`config.mk`:
```
export PLATFORM = sky130hd
export DESIGN_NAME = mul_arbiter_flat
export DESIGN_NICKNAME = d
export VERILOG_FILES = /design/src/rtl/mul_arb_pkg.sv /design/src/rtl/mul_arbiter_if.sv /design/src/rtl/mul_arb_rr2.sv /design/src/rtl/mul_arbiter.sv /design/src/flat_wrapper.sv
export SDC_FILE = /design/constraint.sdc
export NUM_CORES = 1
export LEC_CHECK = 0
export ABC_AREA = 1
export BUFFER_PORTS_ARGS = -buffer_cell sky130_fd_sc_hd__clkbuf_2
export CAP_MARGIN = 20
export CORE_ASPECT_RATIO = 1.5
export CORE_UTILIZATION = 35
export CTS_CLUSTER_DIAMETER = 30
export DETAILED_ROUTE_END_ITERATION = 8
export GPL_ROUTABILITY_DRIVEN = 0
export PLACE_DENSITY_LB_ADDON = 0.3
export SETUP_SLACK_MARGIN = 0.1
export SYNTH_ARGS = -nofsm -noshare
export SYNTH_HDL_FRONTEND = slang
export SYNTH_SLANG_ARGS = --single-unit
```
`constraint.sdc`:
```
create_clock -name CLK -period 1.3 [get_ports CLK]
set_input_delay 0.13 -clock CLK [delete_from_list [all_inputs] [get_ports CLK]]
set_output_delay 0.13 -clock CLK [all_outputs]
set_load 0.01 [all_outputs]
```
`src/rtl/mul_arb_pkg.sv`:
```
// Shared types for the two-requester multiplier arbiter: slot state
// encoding, the in-flight tag carried alongside the multiplier pipeline,
// and the round-robin pointer reset value.
package mul_arb_pkg;

    // Per-requester slot: free, waiting for its product, or holding it.
    typedef enum logic [1:0] {
        SLOT_IDLE = 2'd0,
        SLOT_PEND = 2'd1,
        SLOT_DONE = 2'd2
    } slot_state_e;

    // Travels with each issued operation so the product can be routed home.
    typedef struct packed {
        logic valid;
        logic id;
    } tag_t;

    // Pointer holds the last granted requester; starting at 1 favours 0 first.
    localparam logic RR_RESET_LAST = 1'b1;

endpackage

```
`src/rtl/mul_arbiter_if.sv`:
```
// One requester's connection to the arbiter.
// Handshakes: an operation transfers on a rising edge where req=1 and gnt=1
// (req and operands stay stable until then); a response transfers on a rising
// edge where rsp_valid=1 and rsp_ack=1 (rsp_y stays stable until then).
interface mul_arbiter_if #(
    parameter int BW = 4
);
    logic            req;
    logic [BW-1:0]   a;
    logic [BW-1:0]   b;
    logic            gnt;
    logic            rsp_valid;
    logic [2*BW-1:0] rsp_y;
    logic            rsp_ack;

    modport master (output req, a, b, rsp_ack, input gnt, rsp_valid, rsp_y);
    modport slave  (input req, a, b, rsp_ack, output gnt, rsp_valid, rsp_y);
endinterface

```
`src/rtl/mul_arb_rr2.sv`:
```
// Two-way round-robin arbiter. The pointer remembers the last granted
// requester; on a tie the other one wins.
module mul_arb_rr2
    import mul_arb_pkg::*;
(
    input  logic       clk,
    input  logic       rst,
    input  logic [1:0] elig,
    output logic [1:0] gnt,
    output logic       last_o
);

    logic last_q;
    logic last_d;

    // Grant selection and pointer update on any grant.
    always_comb begin
        gnt    = 2'b00;
        last_d = last_q;
        gnt[0] = elig[0] & (~elig[1] | last_q);
        gnt[1] = elig[1] & (~elig[0] | ~last_q);
        if (gnt[1]) begin
            last_d = 1'b1;
        end else if (gnt[0]) begin
            last_d = 1'b0;
        end
    end

    // Last-granted pointer register.
    always_ff @(posedge clk or posedge rst) begin
        if (rst) begin
            last_q <= RR_RESET_LAST;
        end else begin
            last_q <= last_d;
        end
    end

    assign last_o = last_q;

endmodule

```
`src/rtl/mul_arbiter.sv`:
```
// Shares one external pipelined multiplier between two requesters. A tag
// pipeline of MUL_LAT+1 stages runs beside the multiplier so each product
// lands in its owner's held response register.
module mul_arbiter
    import mul_arb_pkg::*;
#(
    parameter int BW      = 4,
    parameter int MUL_LAT = 2
) (
    input  logic            CLK,
    input  logic            RESET,
    mul_arbiter_if.slave    p0,
    mul_arbiter_if.slave    p1,
    output logic [BW-1:0]   mul_a,
    output logic [BW-1:0]   mul_b,
    input  logic [2*BW-1:0] mul_y,
    output logic [1:0]      dbg_slot0,
    output logic [1:0]      dbg_slot1,
    output logic            dbg_rr_last
);

    logic [1:0] req;
    logic [1:0] ack;
    logic [1:0] elig;
    logic [1:0] gnt;
    logic [1:0] ret_hit;

    slot_state_e     state_q [2];
    slot_state_e     state_d [2];
    logic [2*BW-1:0] rsp_y_q [2];
    logic [2*BW-1:0] rsp_y_d [2];
    tag_t            tag_q   [MUL_LAT+1];
    tag_t            tag_d   [MUL_LAT+1];
    logic [BW-1:0]   mul_a_q, mul_a_d;
    logic [BW-1:0]   mul_b_q, mul_b_d;

    assign req = {p1.req, p0.req};
    assign ack = {p1.rsp_ack, p0.rsp_ack};

    // A slot may only take a new op when free; nothing is granted in reset.
    always_comb begin
        elig    = 2'b00;
        elig[0] = req[0] & (state_q[0] == SLOT_IDLE) & ~RESET;
        elig[1] = req[1] & (state_q[1] == SLOT_IDLE) & ~RESET;
    end

    mul_arb_rr2 u_rr (
        .clk    (CLK),
        .rst    (RESET),
        .elig   (elig),
        .gnt    (gnt),
        .last_o (dbg_rr_last)
    );

    // Issue operands of the granted requester; hold them otherwise.
    always_comb begin
        mul_a_d = mul_a_q;
        mul_b_d = mul_b_q;
        if (gnt[1]) begin
            mul_a_d = p1.a;
            mul_b_d = p1.b;
        end else if (gnt[0]) begin
            mul_a_d = p0.a;
            mul_b_d = p0.b;
        end
    end

    // Tag pipeline: stage0 is aligned with mul_a/mul_b, last stage with mul_y.
    always_comb begin
        for (int k = 0; k <= MUL_LAT; k++) begin
            tag_d[k] = tag_q[k];
        end
        tag_d[0].valid = |gnt;
        tag_d[0].id    = gnt[1];
        for (int k = 1; k <= MUL_LAT; k++) begin
            tag_d[k] = tag_q[k-1];
        end
    end

    // Which slot the product currently on mul_y belongs to.
    always_comb begin
        ret_hit    = 2'b00;
        ret_hit[0] = tag_q[MUL_LAT].valid & ~tag_q[MUL_LAT].id;
        ret_hit[1] = tag_q[MUL_LAT].valid &  tag_q[MUL_LAT].id;
    end

    // Slot FSMs and response capture.
    always_comb begin
        for (int i = 0; i < 2; i++) begin
            state_d[i] = state_q[i];
            rsp_y_d[i] = rsp_y_q[i];
            unique case (state_q[i])
                SLOT_IDLE: if (gnt[i]) state_d[i] = SLOT_PEND;
                SLOT_PEND: begin
                    if (ret_hit[i]) begin
                        state_d[i] = SLOT_DONE;
                        rsp_y_d[i] = mul_y;
                    end
                end
                SLOT_DONE: if (ack[i]) state_d[i] = SLOT_IDLE;
                default:   state_d[i] = SLOT_IDLE;
            endcase
        end
    end

    // State registers; reset discards every in-flight tag.
    always_ff @(posedge CLK or posedge RESET) begin
        if (RESET) begin
            for (int i = 0; i < 2; i++) begin
                state_q[i] <= SLOT_IDLE;
                rsp_y_q[i] <= '0;
            end
            for (int k = 0; k <= MUL_LAT; k++) begin
                tag_q[k] <= '0;
            end
            mul_a_q <= '0;
            mul_b_q <= '0;
        end else begin
            for (int i = 0; i < 2; i++) begin
                state_q[i] <= state_d[i];
                rsp_y_q[i] <= rsp_y_d[i];
            end
            for (int k = 0; k <= MUL_LAT; k++) begin
                tag_q[k] <= tag_d[k];
            end
            mul_a_q <= mul_a_d;
            mul_b_q <= mul_b_d;
        end
    end

    assign mul_a        = mul_a_q;
    assign mul_b        = mul_b_q;
    assign p0.gnt       = gnt[0];
    assign p1.gnt       = gnt[1];
    assign p0.rsp_valid = (state_q[0] == SLOT_DONE);
    assign p1.rsp_valid = (state_q[1] == SLOT_DONE);
    assign p0.rsp_y     = rsp_y_q[0];
    assign p1.rsp_y     = rsp_y_q[1];
    assign dbg_slot0    = state_q[0];
    assign dbg_slot1    = state_q[1];

endmodule

```
`src/flat_wrapper.sv`:
```
// flat-port wrapper written by rule: the top's interface ports become plain ports
module mul_arbiter_flat import mul_arb_pkg::*;
#(
    parameter int BW      = 4,
    parameter int MUL_LAT = 2
)
  (CLK, RESET, mul_a, mul_b, mul_y, dbg_slot0, dbg_slot1, dbg_rr_last, p0_req, p0_a, p0_b, p0_rsp_ack, p0_gnt, p0_rsp_valid, p0_rsp_y, p1_req, p1_a, p1_b, p1_rsp_ack, p1_gnt, p1_rsp_valid, p1_rsp_y);
  mul_arbiter_if #(.BW(BW)) p0_i ();
  mul_arbiter_if #(.BW(BW)) p1_i ();
  input  logic CLK;
  input  logic RESET;
  output logic [BW-1:0] mul_a;
  output logic [BW-1:0] mul_b;
  input  logic [2*BW-1:0] mul_y;
  output logic [1:0] dbg_slot0;
  output logic [1:0] dbg_slot1;
  output logic dbg_rr_last;
  input wire logic [$bits(p0_i.req)-1:0] p0_req;
  input wire logic [$bits(p0_i.a)-1:0] p0_a;
  input wire logic [$bits(p0_i.b)-1:0] p0_b;
  input wire logic [$bits(p0_i.rsp_ack)-1:0] p0_rsp_ack;
  output wire logic [$bits(p0_i.gnt)-1:0] p0_gnt;
  output wire logic [$bits(p0_i.rsp_valid)-1:0] p0_rsp_valid;
  output wire logic [$bits(p0_i.rsp_y)-1:0] p0_rsp_y;
  input wire logic [$bits(p1_i.req)-1:0] p1_req;
  input wire logic [$bits(p1_i.a)-1:0] p1_a;
  input wire logic [$bits(p1_i.b)-1:0] p1_b;
  input wire logic [$bits(p1_i.rsp_ack)-1:0] p1_rsp_ack;
  output wire logic [$bits(p1_i.gnt)-1:0] p1_gnt;
  output wire logic [$bits(p1_i.rsp_valid)-1:0] p1_rsp_valid;
  output wire logic [$bits(p1_i.rsp_y)-1:0] p1_rsp_y;
  assign p0_i.req = p0_req;
  assign p0_i.a = p0_a;
  assign p0_i.b = p0_b;
  assign p0_i.rsp_ack = p0_rsp_ack;
  assign p0_gnt = p0_i.gnt;
  assign p0_rsp_valid = p0_i.rsp_valid;
  assign p0_rsp_y = p0_i.rsp_y;
  assign p1_i.req = p1_req;
  assign p1_i.a = p1_a;
  assign p1_i.b = p1_b;
  assign p1_i.rsp_ack = p1_rsp_ack;
  assign p1_gnt = p1_i.gnt;
  assign p1_rsp_valid = p1_i.rsp_valid;
  assign p1_rsp_y = p1_i.rsp_y;
  mul_arbiter #(.BW(BW), .MUL_LAT(MUL_LAT)) u_core (.CLK(CLK), .RESET(RESET), .p0(p0_i), .p1(p1_i), .mul_a(mul_a), .mul_b(mul_b), .mul_y(mul_y), .dbg_slot0(dbg_slot0), .dbg_slot1(dbg_slot1), .dbg_rr_last(dbg_rr_last));
endmodule
```
==> impl_metrics.csv <==
group,metric,value,unit
run_status,status,"finished, violations left",
run_status,violations,"negative setup slack",
drt,vias,1382,
place,detailed_place_hpwl,2460,um
timing,finalSetupViolations,3,
synthesis,netlist.area_leader.share,55.3,%
cells_and_area,area.growth.synth_to_final,50.2,%
synthesis,synth_top_family_by_area,"simple AND/OR/NAND/NOR gates",
synthesis,synth_xor_area_share,0,%
worst_setup_path,required,1.17,ns
global_route,grt_pass1_wl,6080,um
clock_network,clock_latency,0.28,ns
clock_network,cts_buffers,5,
drt,wl_per_cell,13.0,um
clock_network,clkTransAtPathRegs,0.07,ns
floorplanning,die_area,4670,um^2
power_and_ir_drop,leakagePower,1.21,nW
place,numPortBuffers,62,
timing,hold_ws,0.0248,ns
timing,setup_ws,-0.0456,ns
timing,period_needed,1.35,ns
synthesis,synth_compound_area_share,8.79,%
timing,fmax,743,MHz
place,place_inst,261,
synthesis,synth_top_area_cell,"dfrtp_1",
timing,rsz0062_at_grt,"true",
synthesis,yosysSeqAreaShare,57.0,%
cells_and_area,final_common_cell,"clkbuf_2",
worst_setup_path,critPathMaxStageDelay,0.42,ns
clock_network,htree_levels,2,
power_and_ir_drop,vdd_ir_drop_max,0.00123,V
worst_setup_path,path_max_fanout,2,
place,postPlaceCellArea,1920,um^2
synthesis,synth_adder_area_share,0,%
floorplanning,io_pins,63,
worst_setup_path,cp-end-kind,"output port",
floorplanning,fp.dieH,83.2,um
global_route,grt_use_total,16.5,%
clock_network,root_buffer,"clkbuf_8",
power_and_ir_drop,power.density,2110,nW/um^2
cells_and_area,final_cell_mix,"clkbuf_2, dfrtp_1, nand3_1",
synthesis,synthCells,150,
cells_and_area,nets,271,
synthesis,ys_types,19,
cells_and_area,drive_gt1_share,59.1,%
worst_setup_path,cp_data_arrival_time,1.22,ns
synthesis,synth_area,1540,um^2
timing,max_slew.worst_pin.slew,0.443,ns
clock_network,cts_buffer_depth,2,
timing,hold_viol,0,
drt,first_iter_violations,48,
timing,fin_crit_sh,104,%
cells_and_area,final_area,2310,um^2
place,post-place-ws,0.0540,ns
cells_and_area,n_fill_cell,415,
synthesis,ys_seq_elements,35,
worst_setup_path,slowest_stage,"dfrtp_1",
drt,drc,0,
worst_setup_path,critPathBufInv,2,
worst_setup_path,start_kind,"flip-flop",
job,maxCapViolCount,0,
synthesis,syn_area_per_cell,10.3,um^2
drt,antenna_left,0,
global_route,antenna_found_initial,0,
cells_and_area,final_cells,288,
clock_network,cts_tree,"yes",
cells_and_area,diodes,0,
cells_and_area,fin_util,54.9,%
drt,via_per_inst,4.80,
power_and_ir_drop,finalPower,4.88,mW
synthesis,synthTopCellsByArea,"dfrtp_1, nand3_1, nand2_1, o21ai_2, inv_1",
synthesis,synth_fp_nets,180,
global_route,grt_overflow,0,
global_route,grt_max_degree,26,
global_route,grt_pass1_vias,1328,
timing,finalClockSkew,0.00691,ns
drt,dr.pass1.iters,3,
synthesis,synth_mux_area_share,0,%
drt,wirelength,3760,um
worst_setup_path,critPathKind,"reg -> out",
synthesis,ys_warn_count,0,
floorplanning,die_w,56.1,um
worst_setup_path,worst_path_dominant_cell_family,"flip-flops",
synthesis,synth-simple-area-share,27.7,%
floorplanning,fp-row-count,29,
worst_setup_path,crit_chain,"nor2_4 > nand3_4 > nand2_4 > inv_2 > buf_6",
floorplanning,initial_utilization,36.5,%
clock_network,cts.sinks,35,
min_path,hp-class,"in -> reg",
timing,maxSlewHeadroom,70.4,%
timing,finalMaxSlewViolations,0,
floorplanning,core-area,4210,um^2
timing,tns,-0.108,ns
-- metal layers --
metal  GRT usage (%)  wire [um]
met1            18.8       1490
met2            28.7       1990
met3            4.83        229
met4            5.99         42
met5               0          0
-- power by group --
part	switching (mW)	internal [mW]
registers	0.312	1.56
logic	1.20	0.957
clock network	0.364	0.483
-- worst paths after layout --
path                                     start             endpoint  slack (ns)  cells past startpoint
max reg2reg                u_core.dbg_slot0[0]      u_core.mul_a[3]        0.02                      8
min in group asynchronous                RESET      u_core.mul_b[0]        0.48                      4
min reg2reg                    u_core.tag_d[0]      u_core.tag_q[0]        0.35                      0
min                                 p0_rsp_ack  u_core.dbg_slot0[1]        0.02                      2
max in group asynchronous                RESET      u_core.tag_q[0]        0.45                      4
max                        u_core.dbg_slot0[0]               p1_gnt       -0.05                      5
-- kinds of logic (layout without fill, tap and decap cells) --
kind of cell | after synthesis | in the layout
DFF | 35 | 35
buffers and inverters | 22 | 111
AOI/OAI and AO/OA | 20 | 20
and+or+nand+nor | 73 | 76
-- repair_timing --
item	in CTS	in global routing
cloned	1	2
hold endpoints to repair	34	0
pin swaps	5	19
setup endpoints to repair	18	20
setup buffers	11	5
resized for setup	12	30
hold buffers	2	0
-- final cells by class --
| type | count | area, um^2 | share of cell area, % |
|---|---|---|---|
| clock buffers | 8 | 100 | 4.33 |
| repair buffers | 83 | 493 | 21.3 |
| flip-flops and latches | 35 | 878 | 38.0 |
| well taps | 46 | 57.6 | 2.49 |
| multi-input cells | 96 | 693 | 30.0 |
| inverters | 20 | 87.6 | 3.79 |
-- synth_stat cells, drive strengths merged --
cell type	count
dfrtp	34
nand3	34
nand2	31
inv	20
o21ai	18
nor2	8
buf	2
o31ai	2
dfstp	1
-- registers in the layout, indices dropped and copies added (netlist names) --
register,count
u_core.p0.rsp_y,8
u_core.p1.rsp_y,8
u_core.mul_a,4
u_core.mul_b,4
u_core.tag_d,4
u_core.dbg_slot0,2
u_core.dbg_slot1,2
u_core.tag_q,2
u_core.u_rr.last_o,1
Note: power is estimated with default switching activity, not from simulation.
